[src/rtl/cpu_pkg.sv]
// Shared CPU control definitions: opcodes, ALU op codes, sequencer states, strobe bundle.
// Latency: n/a (types and constants only).
// Backpressure: n/a.
package cpu_pkg;

    localparam int CPU_ADDR_W = 4;
    localparam int CPU_OPC_W  = 4;

    localparam logic [3:0] OP_NOP = 4'h0;
    localparam logic [3:0] OP_LDA = 4'h1;
    localparam logic [3:0] OP_ADD = 4'h2;
    localparam logic [3:0] OP_SUB = 4'h3;
    localparam logic [3:0] OP_STA = 4'h4;
    localparam logic [3:0] OP_LDI = 4'h5;
    localparam logic [3:0] OP_JMP = 4'h6;
    localparam logic [3:0] OP_JZ  = 4'h7;
    localparam logic [3:0] OP_JC  = 4'h8;
    localparam logic [3:0] OP_HLT = 4'hF;

    localparam logic [1:0] ALU_PASS = 2'b00;
    localparam logic [1:0] ALU_ADD  = 2'b01;
    localparam logic [1:0] ALU_SUB  = 2'b10;

    typedef enum logic [2:0] {
        ST_FETCH     = 3'd0,
        ST_DECODE    = 3'd1,
        ST_EXEC      = 3'd2,
        ST_HALT      = 3'd3,
        ST_STEP_WAIT = 3'd4
    } state_e;

    // Everything the execute stage may assert in its single EXECUTE cycle.
    typedef struct packed {
        logic       acc_load_en;
        logic [1:0] alu_op;
        logic       alu_src_imm;
        logic       mem_we;
        logic       jump_en;
        logic       illegal_op;
        logic       is_hlt;
    } strobe_t;

endpackage

[src/rtl/instr_decoder.sv]
// Combinational opcode + flag decode into the execute strobe bundle.
// Latency: zero cycles (pure combinational).
// Backpressure: none; the caller decides when the strobes are used.
module instr_decoder
    import cpu_pkg::*;
#(
    parameter int OPC_W = CPU_OPC_W
) (
    input  logic [OPC_W-1:0] opcode,
    input  logic             zero_flag,
    input  logic             carry_flag,
    output strobe_t          strb
);

    // Opcode table; conditional jumps look at the flags live in this cycle.
    always_comb begin
        strb = '0;
        case (opcode)
            OPC_W'(OP_NOP): ;
            OPC_W'(OP_LDA): begin strb.acc_load_en = 1'b1; strb.alu_op = ALU_PASS; end
            OPC_W'(OP_ADD): begin strb.acc_load_en = 1'b1; strb.alu_op = ALU_ADD;  end
            OPC_W'(OP_SUB): begin strb.acc_load_en = 1'b1; strb.alu_op = ALU_SUB;  end
            OPC_W'(OP_STA): strb.mem_we = 1'b1;
            OPC_W'(OP_LDI): begin
                strb.acc_load_en = 1'b1;
                strb.alu_op      = ALU_PASS;
                strb.alu_src_imm = 1'b1;
            end
            OPC_W'(OP_JMP): strb.jump_en = 1'b1;
            OPC_W'(OP_JZ):  strb.jump_en = zero_flag;
            OPC_W'(OP_JC):  strb.jump_en = carry_flag;
            OPC_W'(OP_HLT): strb.is_hlt = 1'b1;
            default:        strb.illegal_op = 1'b1;
        endcase
    end

endmodule

[src/rtl/instr_sequencer.sv]
// Fetch/decode/execute sequencer: IR, 3-cycle FSM, one-cycle execute strobes. Option: INSTR_SEQUENCER_SINGLE_STEP_EN.
// Latency: 3 cycles per instruction (FETCH, DECODE, EXECUTE); HLT parks in HALTED until reset.
// Backpressure: none from downstream; halt freezes the counter (also while parked in STEP_WAIT).
module instr_sequencer
    import cpu_pkg::*;
#(
    parameter int ADDR_W = CPU_ADDR_W,
    parameter int OPC_W  = CPU_OPC_W
) (
    input  logic                    clk,
    input  logic                    reset,
`ifdef INSTR_SEQUENCER_SINGLE_STEP_EN
    input  logic                    step_mode,
    input  logic                    step_req,
`endif
    input  logic [OPC_W+ADDR_W-1:0] instr_in,
    input  logic                    zero_flag,
    input  logic                    carry_flag,
    output logic                    ir_load_en,
    output logic                    jump_en,
    output logic [ADDR_W-1:0]       jump_addr,
    output logic                    halt,
    output logic [OPC_W+ADDR_W-1:0] ir_out,
    output logic                    acc_load_en,
    output logic [1:0]              alu_op,
    output logic                    alu_src_imm,
    output logic                    mem_we,
    output logic                    illegal_op
);

    localparam int IW = OPC_W + ADDR_W;

    state_e           state_q, state_d;
    logic [IW-1:0]    ir_q, ir_d;
    logic [OPC_W-1:0] op_q, op_d;
    strobe_t          dec;

    instr_decoder #(.OPC_W(OPC_W)) u_dec (
        .opcode     (op_q),
        .zero_flag  (zero_flag),
        .carry_flag (carry_flag),
        .strb       (dec)
    );

    // Next state, IR capture in FETCH, opcode register in DECODE.
    always_comb begin
        state_d = state_q;
        ir_d    = ir_q;
        op_d    = op_q;
        case (state_q)
            ST_FETCH: begin
                ir_d    = instr_in;
                state_d = ST_DECODE;
            end
            ST_DECODE: begin
                op_d    = ir_q[IW-1 -: OPC_W];
                state_d = ST_EXEC;
            end
            ST_EXEC: begin
                if (dec.is_hlt) begin
                    state_d = ST_HALT;
                end else begin
`ifdef INSTR_SEQUENCER_SINGLE_STEP_EN
                    state_d = step_mode ? ST_STEP_WAIT : ST_FETCH;
`else
                    state_d = ST_FETCH;
`endif
                end
            end
            ST_HALT: state_d = ST_HALT;
            ST_STEP_WAIT: begin
`ifdef INSTR_SEQUENCER_SINGLE_STEP_EN
                state_d = step_req ? ST_FETCH : ST_STEP_WAIT;
`else
                state_d = ST_FETCH;
`endif
            end
            default: state_d = ST_FETCH;
        endcase
    end

    // State, IR and decoded-opcode registers with synchronous reset.
    always_ff @(posedge clk) begin
        if (reset) begin
            state_q <= ST_FETCH;
            ir_q    <= '0;
            op_q    <= '0;
        end else begin
            state_q <= state_d;
            ir_q    <= ir_d;
            op_q    <= op_d;
        end
    end

    // Strobes; forced quiet while reset is high so nothing leaks mid-instruction.
    always_comb begin
        ir_load_en  = 1'b0;
        jump_en     = 1'b0;
        halt        = 1'b0;
        acc_load_en = 1'b0;
        alu_op      = ALU_PASS;
        alu_src_imm = 1'b0;
        mem_we      = 1'b0;
        illegal_op  = 1'b0;
        if (!reset) begin
            case (state_q)
                ST_FETCH: ir_load_en = 1'b1;
                ST_EXEC: begin
                    jump_en     = dec.jump_en;
                    acc_load_en = dec.acc_load_en;
                    alu_op      = dec.alu_op;
                    alu_src_imm = dec.alu_src_imm;
                    mem_we      = dec.mem_we;
                    illegal_op  = dec.illegal_op;
                end
                ST_HALT:      halt = 1'b1;
                ST_STEP_WAIT: halt = 1'b1;
                default: ;
            endcase
        end
    end

    assign jump_addr = ir_q[ADDR_W-1:0];
    assign ir_out    = ir_q;

endmodule

[config.mk]
export PLATFORM = sky130hd
export DESIGN_NAME = instr_sequencer
export DESIGN_NICKNAME = d
export VERILOG_FILES = /design/src/rtl/cpu_pkg.sv /design/src/rtl/instr_decoder.sv /design/src/rtl/instr_sequencer.sv
export SDC_FILE = /design/constraint.sdc
export NUM_CORES = 1
export LEC_CHECK = 0
export CAP_MARGIN = 20
export CORE_MARGIN = 8
export CORE_UTILIZATION = 35
export CTS_CLUSTER_DIAMETER = 30
export DETAILED_ROUTE_END_ITERATION = 16
export GPL_TIMING_DRIVEN = 0
export PLACE_DENSITY_LB_ADDON = 0.15
export REMOVE_ABC_BUFFERS = 1
export SYNTH_ARGS = -nofsm -noshare
export SYNTH_HDL_FRONTEND = slang
export SYNTH_SLANG_ARGS = --single-unit
export TNS_END_PERCENT = 50
[constraint.sdc]
create_clock -name clk -period 1.05 [get_ports clk]
set_input_delay 0.21 -clock clk [delete_from_list [all_inputs] [get_ports clk]]
set_output_delay 0.21 -clock clk [all_outputs]
set_load 0.05 [all_outputs]
Word-level counts from Yosys, hierarchy flattened
Index checks and enable logic that the tools add are counted.
{ "totals": {"register_bits": 15, "inputBits": 12, "output_inout_bits": 21} }
{ "classes": {"eq_ne": 13, "muxes": 24, "reduce_logical": 5} }
{ "op_table": {"columns": ["cell", "count"], "rows": [
  ["1-bit 2-to-1 mux", 18],
  ["4-bit by 3-bit == test with 1-bit output, second input constant", 4],
  ["10-bit OR reduction", 1],
  ["3-bit one-hot mux with 3 select lines", 1],
  ["4-bit by 2-bit == test with 1-bit output, second input constant", 2],
  ["4-bit == test, second input constant", 2],
  ["2-bit one-hot mux with 4 select lines", 1],
  ["3-bit by 2-bit == test with 1-bit output, second input constant", 2],
  ["2-bit 2-to-1 mux", 3],
  ["4-bit by 1-bit == test with 1-bit output, second input constant", 1],
  ["4-bit zero test", 1],
  ["2-bit OR reduction", 2],
  ["3-bit by 1-bit == test with 1-bit output, second input constant", 1],
  ["3-bit == test, second input constant", 1],
  ["3-bit zero test", 1],
  ["1-bit one-hot mux with 3 select lines", 1]
]} }

Depth between registers and ports, before layout
{ "logic_depth": {"depth_word": 5, "depth_mapped": 4} }

Cells and area by module
A second synthesis with hierarchy kept.
{ "hier_totals": {"cells_unflattened": 92, "hier_area_um2": 777.0} }
{ "by_module_without_submodules": {"columns": ["module", "n_inst", "cells_each", "area_per_inst_um2", "seq_area_each_um2"], "rows": [
  ["instr_sequencer", 1, 72, 670.6, 280.3],
  ["instr_decoder", 1, 20, 106.4, 0.0]
]} }

Worst setup path after synthesis
Ideal clock, no wire load.
{ "synth_timing": {"path_kind": "register to output", "start": "register op_q[1]", "end": "output jump_en", "t_arrival_ns": 1.767, "t_required_ns": 0.840, "path_slack_ns": -0.927, "stages_incl_launch_ff": 5, "n_path_buf": 1, "cell_sequence": "dfxtp_1 clkbuf_2 nor2_1 nand4b_1 a21boi_0"} }
{ "synth_between": {"elab_chain_len": 4, "word_cells_on_any_way": 6} }
{ "synth_rtl": {"columns": ["item", "line", "rtl"], "rows": [
  ["from (decl)", "instr_sequencer.sv:35", "logic [OPC_W-1:0] op_q, op_d;"],
  ["from (signal assigned)", "instr_sequencer.sv:91", "op_q <= op_d;"],
  ["4-bit == test or 4-bit by 3-bit == test with 1-bit output (tied branches)", "instr_decoder.sv:18", "case (opcode)"],
  ["1-bit one-hot mux with 3 select lines (*)", "instr_decoder.sv:18", null],
  ["1-bit 2-to-1 mux (*)", "instr_sequencer.sv:106", "case (state_q)"],
  ["1-bit 2-to-1 mux (*)", "instr_sequencer.sv:105", "if (!reset) begin"],
  ["to (decl)", "instr_sequencer.sv:20", "output logic jump_en,"]
]} }
Every way passes the cells marked *; elsewhere a longest branch is shown, timed or not.

Final worst setup path
{ "layout_timing": {"start": "register op_q[3]", "end": "output alu_src_imm"} }
{ "layout_between": {"elab_chain_len": 4} }
{ "layout_rtl": {"columns": ["item", "line", "rtl"], "rows": [
  ["4-bit by 3-bit == test with 1-bit output", "instr_decoder.sv:18", null],
  ["1-bit 2-to-1 mux", "instr_decoder.sv:18", null],
  ["1-bit 2-to-1 mux", "instr_sequencer.sv:106", null],
  ["1-bit 2-to-1 mux", "instr_sequencer.sv:105", null],
  ["to (decl)", "instr_sequencer.sv:26", "output logic alu_src_imm,"]
]} }
Every way passes these cells.

==> flow_metrics.py <==
metrics = {
    "cells_and_area": {
        "num_antenna_cells": 0,
        "drive_gt1_frac": 0.508,
        "fin_nets": 137,
        "final_cell_mix": "buf_6, buf_4, clkdlybuf4s50_1",
        "instances_no_fill": 151,
        "final_common_cell": "buf_6",
        "synthToLayoutAreaGrowth_pct": 74.6,
        "final_area_mm2": 0.00122,
    },
    "worst_setup_path": {
        "reg2regPathDepth": 5,
        "cp_slowest_cell": "dfxtp_4",
        "critPathArrivalTime_ps": 1400,
        "path_class": "reg2out",
        "critical_path.cell_chain": "nor4b_4, and4b_1, buf_6",
        "worstReg2RegEnd": "op_q[2]",
        "cp_max_fo": 5,
        "r2r_slack_ps": -240,
        "slowest_delay_ps": 380,
        "cp.required_ps": 840,
        "end_kind": "primary output",
        "rr_startpoint": "state_q[1]",
        "startpoint_type": "flip-flop",
    },
    "synthesis": {
        "synth_edf_count": 0,
        "ys_types": 23,
        "yosysSeqAreaShare": 0.400,
        "synth_xor_area_frac": 0,
        "yosys_warnings": 0,
        "async_flop_share": 0,
        "netlist_area_um2": 701,
        "synth_ff_type": "dfxtp_1",
        "syn_inst": 85,
        "yosys.area_share.simple": 0.307,
        "yosys_register_bits": 14,
        "synth_top_family_by_area": "simple AND/OR/NAND/NOR gates",
        "syn_area_per_cell_um2": 8.24,
        "synth.area.mux_share": 0.0571,
        "synth_adder_area_share": 0,
        "synth_compound_area_frac": 0.143,
    },
    "outcome": {
        "status": "finished, violations left",
        "violations": "negative setup slack",
    },
    "global_routing": {
        "grt_remaining_overflow": 0,
        "grt_pass1_wl_um": 3260,
        "grt_pass1_vias": 732,
        "grtUsageTotal": 0.115,
        "grt_max_degree": 19,
        "grt_antenna_before_repair": 0,
    },
    "placed_design": {
        "numPortBuffers": 32,
        "gp_congestion": 0.748,
        "placed_cell_area_um2": 990,
        "dp.cells": 133,
        "place.detailed.hpwl_um": 1280,
    },
    "sta": {
        "rsz0062_at_grt": "true",
        "period_share": 1.53,
        "min_period_ps": 1610,
        "slew_headroom": 0.724,
        "fin_skew_ps": 8.16,
        "worst_pin_slew_ps": 414,
        "hold_ws_ps": 468,
        "fmax_mhz": 622,
        "timing.final.ws_setup_ps": -559,
        "finalSetupViolations": 22,
        "maxSlewViolCount": 0,
        "finalHoldViolCount": 0,
        "setup_tns_ps": -5480,
    },
    "floorplan": {
        "dieArea_mm2": 0.00369,
        "ios": 33,
        "die_x_um": 60.7,
        "num_rows": 16,
        "fp.dieH_um": 60.7,
        "start_util": 0.365,
        "core-area_mm2": 0.00192,
    },
    "min_path": {
        "worstHoldStart": "instr_in[1]",
        "whs_endpoint": "ir_out[1]",
        "hold_class": "in2reg",
        "whs_path_depth": 3,
    },
    "cts": {
        "cts_tree": "built",
        "clock_path_buffers": 2,
        "clk_latency_ps": 280,
        "cts_root_buffer": "clkbuf_4",
        "cts_hold_buffers": 0,
        "cts.htree.levels": 1,
        "cts_sinks": 14,
        "cts_made_buffers": 3,
        "clk_pin_slew_ps": 90,
    },
    "power_and_ir_drop": {
        "leakage_nw": 0.521,
        "vdd_drop_max_mv": 0.817,
        "p_per_area_mw_per_mm2": 1230,
        "power.total_mw": 1.50,
    },
    "route": {
        "vias_per_cell": 4.79,
        "dr.pass1.iters": 4,
        "dr_total_vias": 724,
        "drt-initial-drc-count": 13,
        "antenna_left": 0,
        "wirelength_um": 1990,
        "post_drt_wl_per_cell_um": 13.2,
        "route.detailed.drc": 0,
    },
    "flow_run": {
        "drv_cap": 0,
    },
}
## how the worst max path moves through the flow
| stage | cells past startpoint | slack (ps) | start | end |
|---|---|---|---|---|
| 3_5_place_dp | 4 | -1610 | reset | alu_src_imm |
| 6_report | 3 | -560 | op_q[3] | alu_src_imm |
| 4_1_cts | 3 | -570 | state_q[0] | alu_src_imm |
| 3_3_place_gp | 4 | -1600 | reset | alu_src_imm |
| 5_1_grt | 3 | -640 | op_q[3] | alu_src_imm |
| 2_1_floorplan | 2 | -1050 | state_q[1] | jump_en |
## cell usage after synthesis (3+ instances only)
cell     instances  area (um2)
a21oi_1          9        45.0
nor2_1           9        33.8
buf_4            5        37.5
buf_2            3        15.0
nand2_1         10        37.5
o21ai_0          8        40.0
nor3_1           3        15.0
mux2i_1          4        40.0
dfxtp_1         14         280
## report_power, final
part | total (mW) | switching, mW | internal [mW]
clock | 0.382 | 0.171 | 0.211
sequential | 0.619 | 0.0484 | 0.571
combinational | 0.502 | 0.283 | 0.219
## critical path: cells and delay by family (launching register included)
family                 cells  cell delay, ps
buffers and inverters      1             160
flip-flops                 1             380
AND/OR/NAND/NOR            2             590
## cells by family (layout without fill, tap and decap cells)
| logic type | Yosys count | in the layout |
|---|---|---|
| DFF | 14 | 14 |
| buffers and inverters | 11 | 50 |
| AOI/OAI and AO/OA | 19 | 19 |
| and+or+nand+nor | 37 | 37 |
| muxes | 4 | 4 |
## registers in the layout, summed over array words and instances, names as in the netlist
| register | flops |
|---|---|
| ir_out | 8 |
| op_q | 4 |
| state_q | 2 |
## what timing repair did
item | CTS | global route
buffers inserted | 12 | 2
setup endpoints to repair | 35 | 32
pin swaps | 15 | 9
resized for setup | 167 | 17
## routing by layer
| layer | wire length, um | part of all wire | vias to the layer above | track usage |
|---|---|---|---|---|
| li1 | - | - | 369 | - |
| met1 | 890 | 0.45 | 334 | 0.136 |
| met2 | 963 | 0.48 | 19 | 0.184 |
| met3 | 121 | 0.061 | 2 | 0.0424 |
| met4 | 14 | 0.0070 | 0 | 0.0432 |
| met5 | 0 | 0 | - | 0 |
## through the flow
stage / setup slack (ps) / utilization
after CTS: -569 / 0.606
after global routing: -645 / 0.637
after floorplan: -1050 / -
final: -559 / 0.637
after global placement: -1600 / 0.515
after detailed placement: -1610 / 0.515
## final cells by class
| type | instances | area, um2 |
|---|---|---|
| Clock buffer | 4 | 36.3 |
| Multi-Input combinational cell | 60 | 392 |
| Tap cell | 27 | 33.8 |
| Fill cell | 185 | 698 |
| Sequential cell | 14 | 308 |
| Timing Repair Buffer | 46 | 454 |
Note: power is estimated with default switching activity, not from simulation.
